`src/rtl/sqrt_range_reduce_pkg.sv`:
```
// Shared constants and FSM encoding for the sqrt range-reduction stage.
package sqrt_range_reduce_pkg;

    localparam int              X_W           = 11;
    localparam logic [X_W-1:0]  X_ONE         = 11'd512;
    localparam int              SQRT_LAT_DFLT = 3;

    typedef enum logic [0:0] {
        ST_IDLE = 1'b0,
        ST_SCAN = 1'b1
    } state_t;

endpackage

```
`src/rtl/sqrt_range_reduce_side_delay.sv`:
```
// Fixed-depth shift register aligning side-band data with the sqrt result.
module sqrt_side_delay #(
    parameter int W     = 7,
    parameter int DEPTH = 3
) (
    input  logic         clk,
    input  logic         reset,
    input  logic [W-1:0] d,
    output logic [W-1:0] q
);

    logic [W-1:0] stage [DEPTH];

    always_ff @(posedge clk or posedge reset) begin
        if (reset) begin
            for (int unsigned i = 0; i < DEPTH; i++)
                stage[i] <= '0;
        end else begin
            stage[0] <= d;
            for (int unsigned i = 1; i < DEPTH; i++)
                stage[i] <= stage[i-1];
        end
    end

    assign q = stage[DEPTH-1];

endmodule

```
`src/rtl/sqrt_range_reduce.sv`:
```
// Normalises a variance word to a [1,4) 2Q9 mantissa plus even half-exponent.
// Define SQRT_RANGE_FAST_LZD_EN for single-cycle normalisation instead of the 2-bit/cycle scan.
module sqrt_range_reduce
    import sqrt_range_reduce_pkg::*;
#(
    parameter int VAR_W    = 32,
    parameter int VAR_FRAC = 16,
    parameter int SHIFT_W  = 5,
    parameter int SQRT_LAT = SQRT_LAT_DFLT
) (
    input  logic               clk,
    input  logic               reset,
    input  logic               in_valid,
    output logic               in_ready,
    input  logic [VAR_W-1:0]   var_in,
    output logic [X_W-1:0]     x_2Q9,
    output logic               x_valid,
    output logic               sq_valid,
    output logic [SHIFT_W-1:0] sq_shift,
    output logic               sq_zero
);

    localparam int             P_W   = $clog2(VAR_W);
    localparam logic [P_W-1:0] P_TOP = P_W'(VAR_W - 2);

    state_t             state;
    logic [VAR_W-1:0]   work;
    logic [VAR_W-1:0]   scan_work;
    logic [P_W-1:0]     p;
    logic [P_W-1:0]     scan_p;
    logic [SHIFT_W-1:0] shift_r;
    logic [SHIFT_W-1:0] shift_next;
    logic               zero_r;
    logic               top_pair;
    logic [SHIFT_W+1:0] side_q;

`ifdef SQRT_RANGE_FAST_LZD_EN
    logic [P_W-1:0] lead_p;
    logic [P_W-1:0] norm_amt;

    // Jump straight to the state the iterative scan would reach, so the SCAN
    // decision logic below is shared and results stay bit-identical.
    always_comb begin
        lead_p = '0;
        for (int unsigned i = 0; i < VAR_W; i += 2)
            if (work[i +: 2] != 2'b00)
                lead_p = P_W'(i);
        norm_amt  = P_TOP - lead_p;
        scan_work = work << norm_amt;
        scan_p    = p - norm_amt;
    end
`else
    always_comb begin
        scan_work = work;
        scan_p    = p;
    end
`endif

    assign top_pair   = (scan_work[VAR_W-1 -: 2] != 2'b00);
    assign shift_next = SHIFT_W'((int'(scan_p) - VAR_FRAC) / 2);
    assign in_ready   = (state == ST_IDLE);

    always_ff @(posedge clk or posedge reset) begin
        if (reset) begin
            state   <= ST_IDLE;
            work    <= '0;
            p       <= '0;
            x_2Q9   <= '0;
            x_valid <= 1'b0;
            shift_r <= '0;
            zero_r  <= 1'b0;
        end else begin
            x_valid <= 1'b0;
            case (state)
                ST_IDLE: begin
                    if (in_valid) begin
                        work  <= var_in;
                        p     <= P_TOP;
                        state <= ST_SCAN;
                    end
                end
                ST_SCAN: begin
                    if (scan_work == '0) begin
                        x_2Q9   <= X_ONE;
                        shift_r <= '0;
                        zero_r  <= 1'b1;
                        x_valid <= 1'b1;
                        state   <= ST_IDLE;
                    end else if (top_pair) begin
                        x_2Q9   <= scan_work[VAR_W-1 -: X_W];
                        shift_r <= shift_next;
                        zero_r  <= 1'b0;
                        x_valid <= 1'b1;
                        state   <= ST_IDLE;
                    end else begin
                        work <= work << 2;
                        p    <= p - P_W'(2);
                    end
                end
                default: state <= ST_IDLE;
            endcase
        end
    end

    sqrt_side_delay #(
        .W     (SHIFT_W + 2),
        .DEPTH (SQRT_LAT)
    ) u_side_delay (
        .clk   (clk),
        .reset (reset),
        .d     ({x_valid, shift_r, zero_r}),
        .q     (side_q)
    );

    assign {sq_valid, sq_shift, sq_zero} = side_q;

endmodule

```
`config.mk`:
```
export PLATFORM = sky130hd
export DESIGN_NAME = sqrt_range_reduce
export DESIGN_NICKNAME = d
export VERILOG_FILES = /design/src/rtl/sqrt_range_reduce_pkg.sv /design/src/rtl/sqrt_range_reduce_side_delay.sv /design/src/rtl/sqrt_range_reduce.sv
export SDC_FILE = /design/constraint.sdc
export NUM_CORES = 1
export LEC_CHECK = 0
export ABC_AREA = 1
export BUFFER_PORTS_ARGS = -buffer_cell sky130_fd_sc_hd__buf_2
export CELL_PAD_IN_SITES_DETAIL_PLACEMENT = 0
export CELL_PAD_IN_SITES_GLOBAL_PLACEMENT = 1
export CORE_ASPECT_RATIO = 0.7
export CORE_UTILIZATION = 35
export CTS_CLUSTER_DIAMETER = 150
export DETAILED_ROUTE_END_ITERATION = 8
export PLACE_DENSITY = 0.67
export SLEW_MARGIN = 30
export SYNTH_ARGS = -nofsm -noshare
export SYNTH_HDL_FRONTEND = slang
export SYNTH_HIERARCHICAL = 1
export SYNTH_SLANG_ARGS = --single-unit
export TNS_END_PERCENT = 10
```
`constraint.sdc`:
```
create_clock -name clk -period 2.1 [get_ports clk]
set_input_delay 0.42 -clock clk [delete_from_list [all_inputs] [get_ports clk]]
set_output_delay 0.42 -clock clk [all_outputs]
set_load 0.01 [all_outputs]
```
==> reports/metrics.yaml, run 1 <==
std_cell_rows: 30
viasPerCell: 4.85
tritoncts.num_buffers: 9
die_h_um: 87.1
slew_headroom: 0.507
drt_iter0_drc: 216
ys_seq_area_frac: 0.525
critPathLaunchType: "register"
dp_hpwl_um: 5780
core_um2: 9870
path_clk_slew_ns: 0.06
ys.flop_type: "dfrtp_1"
vias: 2897
drv_cap: 0
hold_buffers: 0
ir_worst_vdd_mv: 0.629
antennaDiodeCount: 0
syn_avg_cell_area_um2: 8.57
setup_viol: 0
synth-warning-count: 6
clock-sinks: 76
drv_slew: 0
yosys.area.top_type: "dfrtp_1"
clk_latency_ns: 0.34
layout_min_cycle_time_ns: 1.80
die_w_um: 124
post-cts-setup-buffer-count: 0
worst-path-max-fanout: 20
fin_crit_sh: 0.857
syn_to_final_growth_pct: 16.5
hold_path.class: "in -> async"
synthArstFlopShare: 1.00
layout-drive-gt1-share: 0.222
required_ns: 1.68
dr.pass1.iters: 5
placedCellCount: 581
antenna_left: 0
worstSetupStartpoint: "state"
fin_nets: 502
cellPowerDensity_nw_per_um2: 1610
synth-simple-area-share: 0.338
synth.net_count: 461
fin_cells: 597
grt_pass1_vias: 2668
wirelength_um: 8670
setup_tns_ns: 0
synth_cells: 423
io_buffers: 54
synth_top_family_by_area: "simple AND/OR/NAND/NOR gates"
gp_congestion: 0.792
finClkSkew_ns: 0.00622
ys_types: 26
synth-seq-cells: 76
yosysTopAreaCellShare: 0.525
cts_buffer_depth: 2
cts_resized: 0
critPathKind: "reg -> out"
synthAdderAreaFrac: 0.0104
muxShareOfSynthArea: 0
gr-total-overflow: 0
grt_max_degree: 38
leakage_uw: 0.00226
initial_core_util: 0.367
synth_compound_area_frac: 0.0314
r2r-start: "scan_work[30]"
grt_antenna_before_repair: 0
synth_xor_area_frac: 0.00483
root_buffer: "clkbuf_16"
synth.area.top_cells: "dfrtp_1 52%, nand2_1 15%, nand3_1 6.5%"
final_common_cell: "nand2_1"
route.detailed.drc: 0
crit_arrival_ns: 1.38
gr-usage-all-layers: 0.177
die_area_um2: 10800
worst_pin_slew_ns: 0.738
end_kind: "primary output"
synth_edf_count: 0
status: "finished, final reports clean"
rsz0062_at_grt: "no"
most-common-layout-cells: "139 x nand2_1, 76 x dfrtp_1, 54 x buf_2"
wl_per_cell_um: 14.5
cts_tree: "built"
syn_area_um2: 3620
fmax_mhz: 556
cts_max_level: 3
io_pins: 55
grt_pass1_wl_um: 14200
hold_violations: 0
[metal layers]
layer / GRT usage / up-vias / routed length [µm]
met5: 0 / - / 0
met4: 0.0591 / 0 / 95
met3: 0.0497 / 8 / 371
met2: 0.248 / 57 / 3620
met1: 0.259 / 1368 / 4580
li1: - / 1464 / -
[stage by stage]
| step | instance area, µm² | total power (µW) | hold slack, ns | utilization | setup WS (ns) |
|---|---|---|---|---|---|
| 5_1_grt | 4220 | 7390 | 0.131 | 0.428 | 0.207 |
| 3_5_place_dp | 3940 | 5360 | 0.335 | 0.399 | 0.388 |
| 3_3_place_gp | 3940 | 5320 | 0.332 | 0.399 | 0.371 |
| 4_1_cts | 4220 | 6860 | 0.112 | 0.428 | 0.265 |
| 6_report | 4220 | 6790 | 0.101 | 0.428 | 0.301 |
| 2_1_floorplan | 3620 | 4610 | 0.331 | - | 0.337 |
[worst max-delay path, cell delays in order (launching register included)]
cell	delay (ns)
dfrtp_1	0.50
inv_2	0.33
buf_2	0.20
[sequential cells by signal (all words and copies together) (netlist names)]
| register | count |
|---|---|
| state | 1 |
| x_valid | 1 |
| x_2Q9 | 11 |
| p | 4 |
| u_side_delay/q | 7 |
| shift_r | 5 |
| zero_r | 1 |
| scan_work | 32 |
| u_side_delay/stage | 14 |
[final timing paths]
path / depth (start not counted) / slack, ns / endpoint
setup / recovery: 2 / 0.30 / in_ready
hold / removal: 2 / 0.10 / x_valid
setup reg to reg: 9 / 0.38 / scan_work[11]
hold reg to reg: 0 / 0.35 / u_side_delay/stage[8]
max in group asynchronous: 2 / 1.42 / u_side_delay/stage[11]
min in group clk: 3 / 0.33 / scan_work[1]
[kinds of logic after synthesis]
| kind of cell | Yosys count |
|---|---|
| AOI/OAI and AO/OA | 22 |
| xor gates and xnor gates | 2 |
| adders and majority gates | 3 |
| buffers and inverters | 58 |
| DFF | 76 |
| other | 1 |
| and+or+nand+nor | 261 |
[Yosys cell counts (3+ instances only)]
| cell type | count |
|---|---|
| nand2_1 | 140 |
| inv_1 | 19 |
| dfrtp_1 | 76 |
| buf_6 | 8 |
| buf_2 | 8 |
| o21ai_1 | 6 |
| nand3_1 | 47 |
| nand3_2 | 9 |
| nand4_1 | 37 |
| ha_1 | 3 |
| nand2_2 | 3 |
| buf_4 | 7 |
| nor2_1 | 20 |
| clkbuf_1 | 10 |
| o21ai_0 | 13 |
| inv_2 | 3 |
[report_power, final]
group          total (µW)  internal [µW]  switching, µW  leakage [µW]
registers            2600           2140            465      0.000941
clock network        1480            817            661      0.000137
logic                2710           1030           1680       0.00118
[final cells by class]
cell class,count,area (µm²)
Fill cell,1004,5650
Multi-Input combinational cell,289,1400
Timing Repair Buffer,66,398
Clock inverter,7,56.3
Clock buffer,9,225
Inverter,22,82.6
Sequential cell,76,1900
Tap cell,128,160
Note: power is estimated with default switching activity, not from simulation.
==> run 2: changes to the inputs <==
--- a/config.mk
+++ b/config.mk
@@ -13,7 +13,7 @@
 export CORE_UTILIZATION = 35
 export CTS_CLUSTER_DIAMETER = 150
 export DETAILED_ROUTE_END_ITERATION = 8
-export PLACE_DENSITY = 0.67
+export PLACE_DENSITY_LB_ADDON = 0.1
 export SLEW_MARGIN = 30
 export SYNTH_ARGS = -nofsm -noshare
 export SYNTH_HDL_FRONTEND = slang
==> run 2 against run 1 <==
Net effect: first-iteration DRC count is 21% lower; clock skew fell by 0.0010 ns; total power increased by 3.6%; clock power up 19%; worst setup slack better by 0.030 ns; register-to-register slack barely moved; cell area rose by 1.2%; wire length grew 0.29%; die area unchanged; global-route usage grew 0.63 points; combinational power fell by 1%; largest cell class unchanged.
==> reports/metrics.yaml, run 2 (synthesis gave the netlist of run 1 again) <==
critPathKind: "reg -> out"
finClkSkew_ns: 0.00522
antenna_left: 0
route.detailed.drc: 0
vias: 2955
initial_core_util: 0.367
clock-sinks: 76
layout-drive-gt1-share: 0.217
cellPowerDensity_nw_per_um2: 1650
die_area_um2: 10800
syn_to_final_growth_pct: 17.9
most-common-layout-cells: "139 x nand2_1, 76 x dfrtp_1, 54 x buf_2"
end_kind: "primary output"
setup_tns_ns: 0
io_buffers: 54
hold_violations: 0
ir_worst_vdd_mv: 0.530
hold_path.class: "in -> async"
viasPerCell: 4.97
wl_per_cell_um: 14.6
fin_crit_sh: 0.842
gr-total-overflow: 0
tritoncts.num_buffers: 9
design_area_um2: 4270
worst-path-max-fanout: 42
grt_antenna_before_repair: 0
largest_register_ffs: 32
gp_congestion: 0.732
critPathLaunchType: "register"
dp_hpwl_um: 5600
hold_buffers: 0
drv_slew: 0
cts_resized: 0
crit_arrival_ns: 1.35
fin_util: 0.433
post-cts-setup-buffer-count: 0
cts_buffer_depth: 2
leakage_uw: 0.00228
cts_tree: "built"
drt_iter0_drc: 170
setup_viol: 0
layout_min_cycle_time_ns: 1.77
fin_nets: 499
cts_max_level: 3
fmax_mhz: 565
drv_cap: 0
rsz0062_at_grt: "no"
clk_latency_ns: 0.34
grt_pass1_vias: 2823
required_ns: 1.68
io_pins: 55
wirelength_um: 8700
die_w_um: 124
final_common_cell: "nand2_1"
grt_pass1_wl_um: 14800
gr-usage-all-layers: 0.183
post_dp_cell_area_um2: 3930
antennaDiodeCount: 0
worst_pin_slew_ns: 0.767
die_h_um: 87.1
grt_max_degree: 56
root_buffer: "clkbuf_16"
core_um2: 9870
path_clk_slew_ns: 0.06
status: "finished, final reports clean"
std_cell_rows: 30
slew_headroom: 0.488
dr.pass1.iters: 4
reg2reg_slack_ns: 0.38
hold_ws_ns: 0.139
power_uw: 7030
-- run 2: layout make-up --
| class | instances | area (µm²) |
|---|---|---|
| flip-flops and latches | 76 | 1900 |
| fillers | 1010 | 5600 |
| well taps | 128 | 160 |
| clock buffers | 9 | 225 |
| repair buffers | 63 | 388 |
| multi-input cells | 289 | 1400 |
| inverters | 22 | 82.6 |
| clock inverters | 7 | 115 |
-- run 2: through the flow --
step	std cells	worst slack [ns]
final	594	0.331
after global routing	594	0.188
after CTS	594	0.299
after detailed placement	578	0.393
after global placement	578	0.418
after floorplan	423	0.337
-- run 2: worst max-delay path, cell delays in order, from the launching register on --
cell     delay, ns
dfrtp_1       0.49
inv_2         0.14
buf_12        0.21
buf_2         0.16
-- run 2: where the power goes --
group | leakage [µW] | internal, µW | switching, µW
Clock | 0.000161 | 1160 | 601
Sequential | 0.000941 | 2140 | 469
Combinational | 0.00117 | 993 | 1670
-- run 2: worst paths after layout --
| check | from | endpoint | cells after the start |
|---|---|---|---|
| worst max-delay path | state | in_ready | 3 |
| worst min-delay path | reset | x_2Q9[9] | 3 |
| worst max register to register | scan_work[31] | scan_work[9] | 9 |
| worst min register to register | u_side_delay/stage[16] | u_side_delay/stage[9] | 0 |
| max in group asynchronous | reset | u_side_delay/q[3] | 2 |
| min in group clk | var_in[0] | scan_work[0] | 3 |
-- run 2: layer usage --
layer | GRT usage | vias to the layer above | part of all wire
li1 | - | 1462 | -
met1 | 0.272 | 1425 | 0.52
met2 | 0.255 | 60 | 0.43
met3 | 0.0537 | 8 | 0.044
met4 | 0.0526 | 0 | 0.0099
met5 | 0 | - | 0
